`src/rtl/c2c_rx_aligner.sv`:
```
// rtl/c2c_rx_aligner.sv - C2C receive comma aligner with lock FSM (optional stats: C2C_RX_ALIGNER_STATS_EN)
module c2c_rx_aligner #(
   parameter int LOCK_COUNT     = 16,
   parameter int LOSS_ERR_COUNT = 4,
   parameter int GOOD_WORDS     = 64
) (
   input  logic        c2c_phy_clk,
   input  logic        c2c_phy_rst_n,
   input  logic [31:0] gt_rx_data,
   input  logic [3:0]  gt_rx_k,
   input  logic [3:0]  gt_rx_disperr,
   input  logic [3:0]  gt_rx_notintable,
   output logic [31:0] mgt_rx_data,
   output logic [3:0]  mgt_rx_k,
   output logic        rx_aligned
`ifdef C2C_RX_ALIGNER_STATS_EN
   ,
   output logic [15:0] realign_cnt,
   output logic [15:0] err_word_cnt
`endif
);

   localparam int LOCK_W = $clog2(LOCK_COUNT + 1);
   localparam int ERR_W  = $clog2(LOSS_ERR_COUNT + 1);
   localparam int GOOD_W = $clog2(GOOD_WORDS + 1);

   localparam logic [LOCK_W-1:0] LOCK_MAX = LOCK_W'(LOCK_COUNT);
   localparam logic [ERR_W-1:0]  ERR_MAX  = ERR_W'(LOSS_ERR_COUNT);
   localparam logic [GOOD_W-1:0] GOOD_MAX = GOOD_W'(GOOD_WORDS);

   typedef enum logic [1:0] {
      ST_HUNT     = 2'd0,
      ST_VERIFY   = 2'd1,
      ST_ALIGNED  = 2'd2
   } state_t;

   state_t             state_q, state_d;
   logic [1:0]         r_q, r_d;
   logic [LOCK_W-1:0]  lock_cnt_q, lock_cnt_d, lock_inc;
   logic [ERR_W-1:0]   err_score_q, err_score_d, err_inc;
   logic [GOOD_W-1:0]  good_cnt_q, good_cnt_d, good_inc;
   logic               rx_aligned_q, rx_aligned_d;

   logic [31:0]        prev_data_q, prev_data_d;
   logic [3:0]         prev_k_q, prev_k_d;
   logic [31:0]        mgt_rx_data_q, mgt_rx_data_d;
   logic [3:0]         mgt_rx_k_q, mgt_rx_k_d;

   logic [3:0]         comma_vec;
   logic               comma_found;
   logic [1:0]         comma_lane;
   logic               word_err;
   logic               bad_comma;
   logic [63:0]        w_data;
   logic [7:0]         w_k;

   // Classify the incoming word: comma lanes (lowest wins) and error flags
   always_comb begin
      comma_vec = '0;
      for (int i = 0; i < 4; i++) begin
         comma_vec[i] = gt_rx_k[i] && (gt_rx_data[8*i +: 8] == 8'hBC);
      end
      comma_found = |comma_vec;
      comma_lane  = 2'd0;
      if (comma_vec[0]) begin
         comma_lane = 2'd0;
      end else if (comma_vec[1]) begin
         comma_lane = 2'd1;
      end else if (comma_vec[2]) begin
         comma_lane = 2'd2;
      end else if (comma_vec[3]) begin
         comma_lane = 2'd3;
      end
      word_err  = (|gt_rx_disperr) || (|gt_rx_notintable);
      bad_comma = comma_found && (comma_lane != r_q);
   end

   // Saturating increments shared by the FSM
   always_comb begin
      lock_inc = (lock_cnt_q == LOCK_MAX) ? lock_cnt_q : lock_cnt_q + LOCK_W'(1);
      err_inc  = (err_score_q == ERR_MAX) ? err_score_q : err_score_q + ERR_W'(1);
      good_inc = (good_cnt_q == GOOD_MAX) ? good_cnt_q : good_cnt_q + GOOD_W'(1);
   end

   // Lock FSM next-state: hunt for a comma, verify its lane, then track errors while aligned
   always_comb begin
      state_d     = state_q;
      r_d         = r_q;
      lock_cnt_d  = lock_cnt_q;
      err_score_d = err_score_q;
      good_cnt_d  = good_cnt_q;
      case (state_q)
         ST_HUNT: begin
            if (comma_found && !word_err) begin
               r_d        = comma_lane;
               lock_cnt_d = LOCK_W'(1);
               if (LOCK_COUNT <= 1) begin
                  state_d     = ST_ALIGNED;
                  err_score_d = '0;
                  good_cnt_d  = '0;
               end else begin
                  state_d = ST_VERIFY;
               end
            end
         end
         ST_VERIFY: begin
            if (word_err || bad_comma) begin
               state_d    = ST_HUNT;
               lock_cnt_d = '0;
               // A clean comma on a new lane becomes the next candidate rotation
               if (!word_err) begin
                  r_d = comma_lane;
               end
            end else if (comma_found) begin
               lock_cnt_d = lock_inc;
               if (lock_inc == LOCK_MAX) begin
                  state_d     = ST_ALIGNED;
                  err_score_d = '0;
                  good_cnt_d  = '0;
               end
            end
         end
         ST_ALIGNED: begin
            if (word_err || bad_comma) begin
               good_cnt_d  = '0;
               err_score_d = err_inc;
               if (err_inc == ERR_MAX) begin
                  state_d     = ST_HUNT;
                  lock_cnt_d  = '0;
                  err_score_d = '0;
               end
            end else begin
               good_cnt_d = good_inc;
               if (good_inc == GOOD_MAX) begin
                  good_cnt_d = '0;
                  if (err_score_q != '0) begin
                     err_score_d = err_score_q - ERR_W'(1);
                  end
               end
            end
         end
         default: begin
            state_d    = ST_HUNT;
            lock_cnt_d = '0;
         end
      endcase
      rx_aligned_d = (state_d == ST_ALIGNED);
   end

   // Lock FSM and counter registers
   always_ff @(posedge c2c_phy_clk or negedge c2c_phy_rst_n) begin
      if (!c2c_phy_rst_n) begin
         state_q      <= ST_HUNT;
         r_q          <= '0;
         lock_cnt_q   <= '0;
         err_score_q  <= '0;
         good_cnt_q   <= '0;
         rx_aligned_q <= 1'b0;
      end else begin
         state_q      <= state_d;
         r_q          <= r_d;
         lock_cnt_q   <= lock_cnt_d;
         err_score_q  <= err_score_d;
         good_cnt_q   <= good_cnt_d;
         rx_aligned_q <= rx_aligned_d;
      end
   end

   // Byte rotation: pick four bytes starting at lane r from {current, previous}
   always_comb begin
      prev_data_d = gt_rx_data;
      prev_k_d    = gt_rx_k;
      w_data      = {gt_rx_data, prev_data_q};
      w_k         = {gt_rx_k, prev_k_q};
      case (r_q)
         2'd0: begin
            mgt_rx_data_d = w_data[31:0];
            mgt_rx_k_d    = w_k[3:0];
         end
         2'd1: begin
            mgt_rx_data_d = w_data[39:8];
            mgt_rx_k_d    = w_k[4:1];
         end
         2'd2: begin
            mgt_rx_data_d = w_data[47:16];
            mgt_rx_k_d    = w_k[5:2];
         end
         default: begin
            mgt_rx_data_d = w_data[55:24];
            mgt_rx_k_d    = w_k[6:3];
         end
      endcase
   end

   // Data path registers run in every state
   always_ff @(posedge c2c_phy_clk or negedge c2c_phy_rst_n) begin
      if (!c2c_phy_rst_n) begin
         prev_data_q   <= '0;
         prev_k_q      <= '0;
         mgt_rx_data_q <= '0;
         mgt_rx_k_q    <= '0;
      end else begin
         prev_data_q   <= prev_data_d;
         prev_k_q      <= prev_k_d;
         mgt_rx_data_q <= mgt_rx_data_d;
         mgt_rx_k_q    <= mgt_rx_k_d;
      end
   end

   assign mgt_rx_data = mgt_rx_data_q;
   assign mgt_rx_k    = mgt_rx_k_q;
   assign rx_aligned  = rx_aligned_q;

`ifdef C2C_RX_ALIGNER_STATS_EN
   logic [15:0] realign_cnt_q, realign_cnt_d;
   logic [15:0] err_word_cnt_q, err_word_cnt_d;

   // Saturating counts of lock losses and errored words
   always_comb begin
      realign_cnt_d  = realign_cnt_q;
      err_word_cnt_d = err_word_cnt_q;
      if ((state_q == ST_ALIGNED) && (state_d == ST_HUNT) && (realign_cnt_q != 16'hFFFF)) begin
         realign_cnt_d = realign_cnt_q + 16'd1;
      end
      if (word_err && (err_word_cnt_q != 16'hFFFF)) begin
         err_word_cnt_d = err_word_cnt_q + 16'd1;
      end
   end

   // Statistics registers
   always_ff @(posedge c2c_phy_clk or negedge c2c_phy_rst_n) begin
      if (!c2c_phy_rst_n) begin
         realign_cnt_q  <= '0;
         err_word_cnt_q <= '0;
      end else begin
         realign_cnt_q  <= realign_cnt_d;
         err_word_cnt_q <= err_word_cnt_d;
      end
   end

   assign realign_cnt  = realign_cnt_q;
   assign err_word_cnt = err_word_cnt_q;
`endif

endmodule

```
`config.mk`:
```
export PLATFORM = sky130hd
export DESIGN_NAME = c2c_rx_aligner
export DESIGN_NICKNAME = d
export VERILOG_FILES = /design/src/rtl/c2c_rx_aligner.sv
export SDC_FILE = /design/constraint.sdc
export NUM_CORES = 1
export LEC_CHECK = 0
export CELL_PAD_IN_SITES_DETAIL_PLACEMENT = 2
export CELL_PAD_IN_SITES_GLOBAL_PLACEMENT = 2
export CORE_MARGIN = 2
export CORE_UTILIZATION = 35
export DETAILED_ROUTE_END_ITERATION = 8
export PLACE_DENSITY_LB_ADDON = 0.1
export SLEW_MARGIN = 10
export SYNTH_ARGS = -nofsm -noshare
export SYNTH_HDL_FRONTEND = slang
export SYNTH_SLANG_ARGS = --single-unit
```
`constraint.sdc`:
```
create_clock -name c2c_phy_clk -period 3.09 [get_ports c2c_phy_clk]
set_input_delay 0.618 -clock c2c_phy_clk [delete_from_list [all_inputs] [get_ports c2c_phy_clk]]
set_output_delay 0.618 -clock c2c_phy_clk [all_outputs]
set_load 0.05 [all_outputs]
```
**Yosys cells after proc, flatten, opt, wreduce, memory -nomap -nowiden**

Cells that the tools add are included.

- Flip-flop bits (word level): 92
- Logic and storage cells: 102

- Muxes and demuxes: 40
- Reductions and logical operators: 21
- Add/sub/neg operators: 4
- Equal/unequal tests: 27

Operators with widths:

| operator | number |
|---|---|
| $pmux W32 S3 | 1 |
| $mux W7 | 6 |
| $eq A8 B8 Y1 const B | 4 |
| $mux W5 | 6 |
| $mux W2 | 13 |
| $mux W3 | 8 |
| $ne A2 B2 Y1 const B | 8 |
| $pmux W5 S3 | 1 |
| $eq A7 B7 Y1 const B | 2 |
| $pmux W7 S2 | 1 |
| $pmux W4 S3 | 1 |
| $reduce_and A4 Y1 | 3 |
| $reduce_or A4 Y1 | 3 |
| $eq A5 B5 Y1 const B | 2 |
| $ne A3 B3 Y1 const B | 3 |
| $add A7 B1 Y7 const B | 1 |
| $eq A2 B2 Y1 const B | 3 |
| $eq A3 B3 Y1 const B | 2 |
| $logic_and A1 B1 Y1 | 6 |
| $pmux W2 S3 | 1 |
| $pmux W3 S2 | 1 |
| $reduce_and A6 Y1 | 1 |
| $add A5 B1 Y5 const B | 1 |
| $eq A2 B1 Y1 const B | 2 |
| other kinds (9) | 12 |

**Longest topological paths before layout**

- Depth after elaboration: 12
- Gate-level depth with buffers: 10
- Depth with buffers taken out: 9

**Worst setup path before layout**

Ideal clock, no wire load.

- Kind: input-to-reg
- Start point: in gt_rx_data[16]
- End point: reg err_score_q[2]
- Arrival: 2,575 ps
- Slack: 388 ps
- Library setup time: 127 ps
- Buffers on the path: 1
- Stages: 8
- Data required time: 2,963 ps
- Cell sequence: or3b_1 > or3_4 > a211o_1 > o221a_2 > o21a_1 > buf_2 > a22oi_1 > nand3_1

- Longest elaborated chain between the ends: 10
- Elaborated cells between the ends (all ways): 16
- Those cells by class: eq/ne: 6; mux: 5; reduce/logical: 5

RTL lines:

| element | RTL line | RTL |
|---|---|---|
| from (decl) | 9 | `input logic [31:0] gt_rx_data,` |
| $eq A8 B8 Y1 * | 61 | `comma_vec[i] = gt_rx_k[i] && (gt_rx_data[8*i +: 8] == 8'hBC);` |
| $logic_and A1 B1 Y1 * | 61 |  |
| $mux W2 | 69 | `end else if (comma_vec[2]) begin` |
| $mux W2 | 67 | `end else if (comma_vec[1]) begin` |
| $mux W2 | 65 | `if (comma_vec[0]) begin` |
| $ne A2 B2 Y1 | 75 | `bad_comma = comma_found && (comma_lane != r_q);` |
| $logic_and A1 B1 Y1 | 75 |  |
| $logic_or A1 B1 Y1 | 107, 124 |  |
| $ne A3 B3 Y1 (no line), or another cell as far along | - |  |
| $reduce_and A6 Y1 (no line) or $pmux W3 S2 (tied branches) | - |  |
| to (signal assigned) | 163 | `err_score_q <= err_score_d;` |
| to (decl) | 40 | `logic [ERR_W-1:0] err_score_q, err_score_d, err_inc;` |

Every way passes the cells marked *; elsewhere a longest branch is shown, timed or not.
A chain may end at the register's enable or synchronous reset.

**Final worst setup path**

- Start point: in gt_rx_data[18]
- End point: reg err_score_q[0]

Same word-level chain as after synthesis.

==> summary.txt <==
Outcome
  • Status: finished clean

Placement
  • Place WS: -0.269 ns
  • DPL Wire Length: ~10 mm
  • Area of placed instances: around 0.0058 sq mm
  • GP Congestion: between 0.7 and 0.8
  • Port Buffers: 82

Setup path
  • Setup crit start: gt_rx_data[18]
  • Worst Path Required: approximately 3.3 ns
  • Critical Path Max Stage Delay: ~0.48 ns
  • Bufs and invs on worst path: 2
  • Worst path slowest cell: clkdlybuf4s50_1
  • Worst r2r dst: err_score_q[1]
  • Family with the most delay on the worst path: compound AO/OA/AOI/OAI gates
  • Cell depth of the worst setup path: 9
  • Worst Path Arrival: roughly 3.2 ns
  • Crit path kind: in -> reg
  • Worst-path cell chain: clkdlybuf4s50_1 > or3b_1 > or3_4 > a211o_1 > o221a_2 > buf_4 > o21ai_0 > a211oi_1 > o21bai_1
  • Critical path endpoint: err_score_q[0]
  • R2R depth: 9
  • Startpoint types: primary input
  • Crit path max fanout: 5
  • Worst Setup End Kind: flip-flop
  • Reg2reg setup slack: 0.47 ns
  • Reg-to-reg critical path startpoint: good_cnt_q[1]

Routing
  • DR iter-0 viols: about 130
  • Post-Route M1 WL: approximately 5.7 mm
  • DR WL met2: approximately 7 mm
  • Vias: roughly 3.4k
  • Detailed Route WL: 13.6 mm
  • Met3 wire length: roughly 460 um
  • DRT antenna net count: 0
  • Residual DRC: 0
  • Routed WL per cell: approximately 21 um
  • Highest metal used: met4
  • Vias per inst: between 5 and 6
  • DRT Pass-1 Iters: 5

Timing
  • Crit share post-route: between 90% and 100%
  • Worst-margin pin slew: approximately 0.58 ns
  • Final count of hold timing violations: 0
  • Min Clock Period, post-route: roughly 3.0 ns
  • Count of pins over their slew limit: 0
  • Final worst slack: roughly 0.11 ns
  • Setup violators final: 0
  • Slew HR: slightly above 60%
  • RSZ-0062 raised after global routing: false
  • Final setup TNS: 0 ns
  • Fmax: around 0.34 GHz
  • Max Clock Skew: 0.00576 ns
  • Final hold slack: 0.257 ns

Synth
  • Yosys cell types: 59
  • Most used flip-flop cell after synthesis: dfrtp_1
  • Number of flops mapped to enable cells by yosys: 0
  • FF+latch count, synth: between 90 and 100
  • Yosys top cell area share: between 50% and 60%
  • Yosys Warn Count: 0
  • Leading area contributor after synthesis: dfrtp_1
  • Seq/Total Area, Yosys: around 52%
  • Mapped Area: 0.00442 sq mm
  • Synth Instances: 331
  • Largest cells by area after synthesis: dfrtp_1, mux4_2, ha_1, nand2_1, a21oi_1
  • Synth Area per Inst: 13.4 sq um
  • Async SR Flop Fraction: 100%
  • Post-Syn Nets: roughly 380

Clock network
  • Total CTS buffers: 9
  • Worst skew pair latency: about 0.35 ns
  • H-tree lvl count: 3
  • Clk buf depth: 2
  • Post-cts gate resize count: 0
  • Setup bufs post-CTS: 0
  • Post-CTS Hold Buffers: 0
  • CTS tree: built
  • Clk sinks: 92
  • Worst-path clk slew: approximately 0.06 ns
  • Root buf cell: clkbuf_16

Floorplan
  • Die Y: between 100 and 150 um
  • DIE WIDTH: 116 um
  • Top Ports: just over 80
  • CORE AREA: 0.0125 sq mm
  • Initial core utilization: 35.5%
  • Row cnt: 41
  • Die area: around 0.014 sq mm

Cells and area
  • Area Overhead vs Synth: 37.9%
  • Final instance area: just over 0.006 sq mm
  • Nets: 513
  • Antenna fix cells: 0
  • Layout cells sized above 1: between 20% and 30%

Power
  • Static leakage: 2.52 nW
  • Overall power: 3.08 mW
  • Power per cell area: approximately 500 mW/mm^2
  • Maximum vdd drop: 0.409 mV

Global route
  • GRT overflow: 0
  • GR Util All Layers: a little over a fifth
  • Pin count of the biggest net entering global routing: 41
  • Initial antenna violation count: 0
  • Vias in the first global route: roughly 3.8k
  • Global-route wire length before repair: about 22 mm

Hold path
  • Hold WC Path Type: in -> async

Run
  • Max-cap check violation count: 0
synthesized netlist by cell type (2+ instances only):
master / n
dfrtp_1: 92
mux4_2: 36
nand2_1: 20
inv_1: 15
a21oi_1: 12
nand3_1: 12
nor2_1: 10
o21ai_0: 10
nor3_1: 9
clkbuf_1: 7
ha_1: 7
nand2b_1: 7
nand4b_1: 6
buf_2: 5
or3_1: 5
o211ai_1: 4
o31ai_1: 4
or4_1: 4
a211o_1: 3
a21o_1: 3
a31oi_1: 3
buf_1: 3
nor4_1: 3
o21bai_1: 3
or3b_1: 3
xnor2_1: 3
a211oi_1: 2
a22oi_1: 2
mux2i_1: 2
nand4_1: 2
nor2b_1: 2
nor4bb_1: 2
o21a_1: 2
o221ai_1: 2
or2_2: 2
metrics by stage:
| stage | instances | util (%) |
|---|---|---|
| 2_1_floorplan | 331 | - |
| 3_3_place_gp | 621 | 46.4 |
| 3_5_place_dp | 621 | 46.4 |
| 4_1_cts | 636 | 48.9 |
| 5_1_grt | 636 | 48.9 |
| 6_report | 636 | 48.9 |
flip-flops by register name, summed over array words and instances (netlist names):
register and cells:
mgt_rx_data 32, prev_data_q 32, good_cnt_q 7, lock_cnt_q 5
mgt_rx_k 4, prev_k_q 4, err_score_q 3, r_q 2
state_q 2, rx_aligned 1
kinds of logic after synthesis:
group | synth area share (%)
AO/OA/AOI/OAI | 10.4
XOR/XNOR | 0.595
adder cells (fa/ha/maj) | 1.98
buffers and inverters | 2.69
flip-flops | 52.1
multiplexers | 19.0
AND/OR/NAND/NOR | 13.2
final cells by class:
type / instances / area (sq um)
Fill cell: 1229 / 6370
Multi-Input combinational cell: 209 / 2010
Clock buffer: 10 / 239
Tap cell: 172 / 215
Inverter: 15 / 56.3
Timing Repair Buffer: 133 / 1210
Clock inverter: 5 / 61.3
Sequential cell: 92 / 2300
placed cells by master, fill, tap and decap left out, drive strengths merged, types with 6 or more instances in the layout:
cell type       n
a21oi          12
ha              7
inv            16
o21ai          11
nand2          21
clkdlybuf4s50  81
dfrtp          92
nor3           10
nand3          12
mux4           36
nand2b          7
nor2           10
or3             6
clkbuf         10
nand4b          6
buf            52
report_power, final:
group	leakage (nW)	switching [mW]	internal [mW]
Clock	0.149	0.486	0.649
Combinational	1.27	0.332	0.257
Sequential	1.10	0.0715	1.28
worst min path at each step:
stage | from | end | cells after the start
after CTS | c2c_phy_rst_n | mgt_rx_data[9] | 1
after global placement | prev_data_q[6] | mgt_rx_data[6] | 1
after detailed placement | prev_data_q[5] | mgt_rx_data[5] | 1
after floorplan | c2c_phy_rst_n | err_score_q[0] | 0
after global routing | c2c_phy_rst_n | mgt_rx_data[9] | 1
final | c2c_phy_rst_n | mgt_rx_data[9] | 1
metal layers:
layer  track usage (%)  vias up
li1                  -     1535
met1              27.0     1770
met2              37.9       74
met3              4.41       17
met4              6.75        0
met5                 0        -
(Power assumes the default switching activity.)
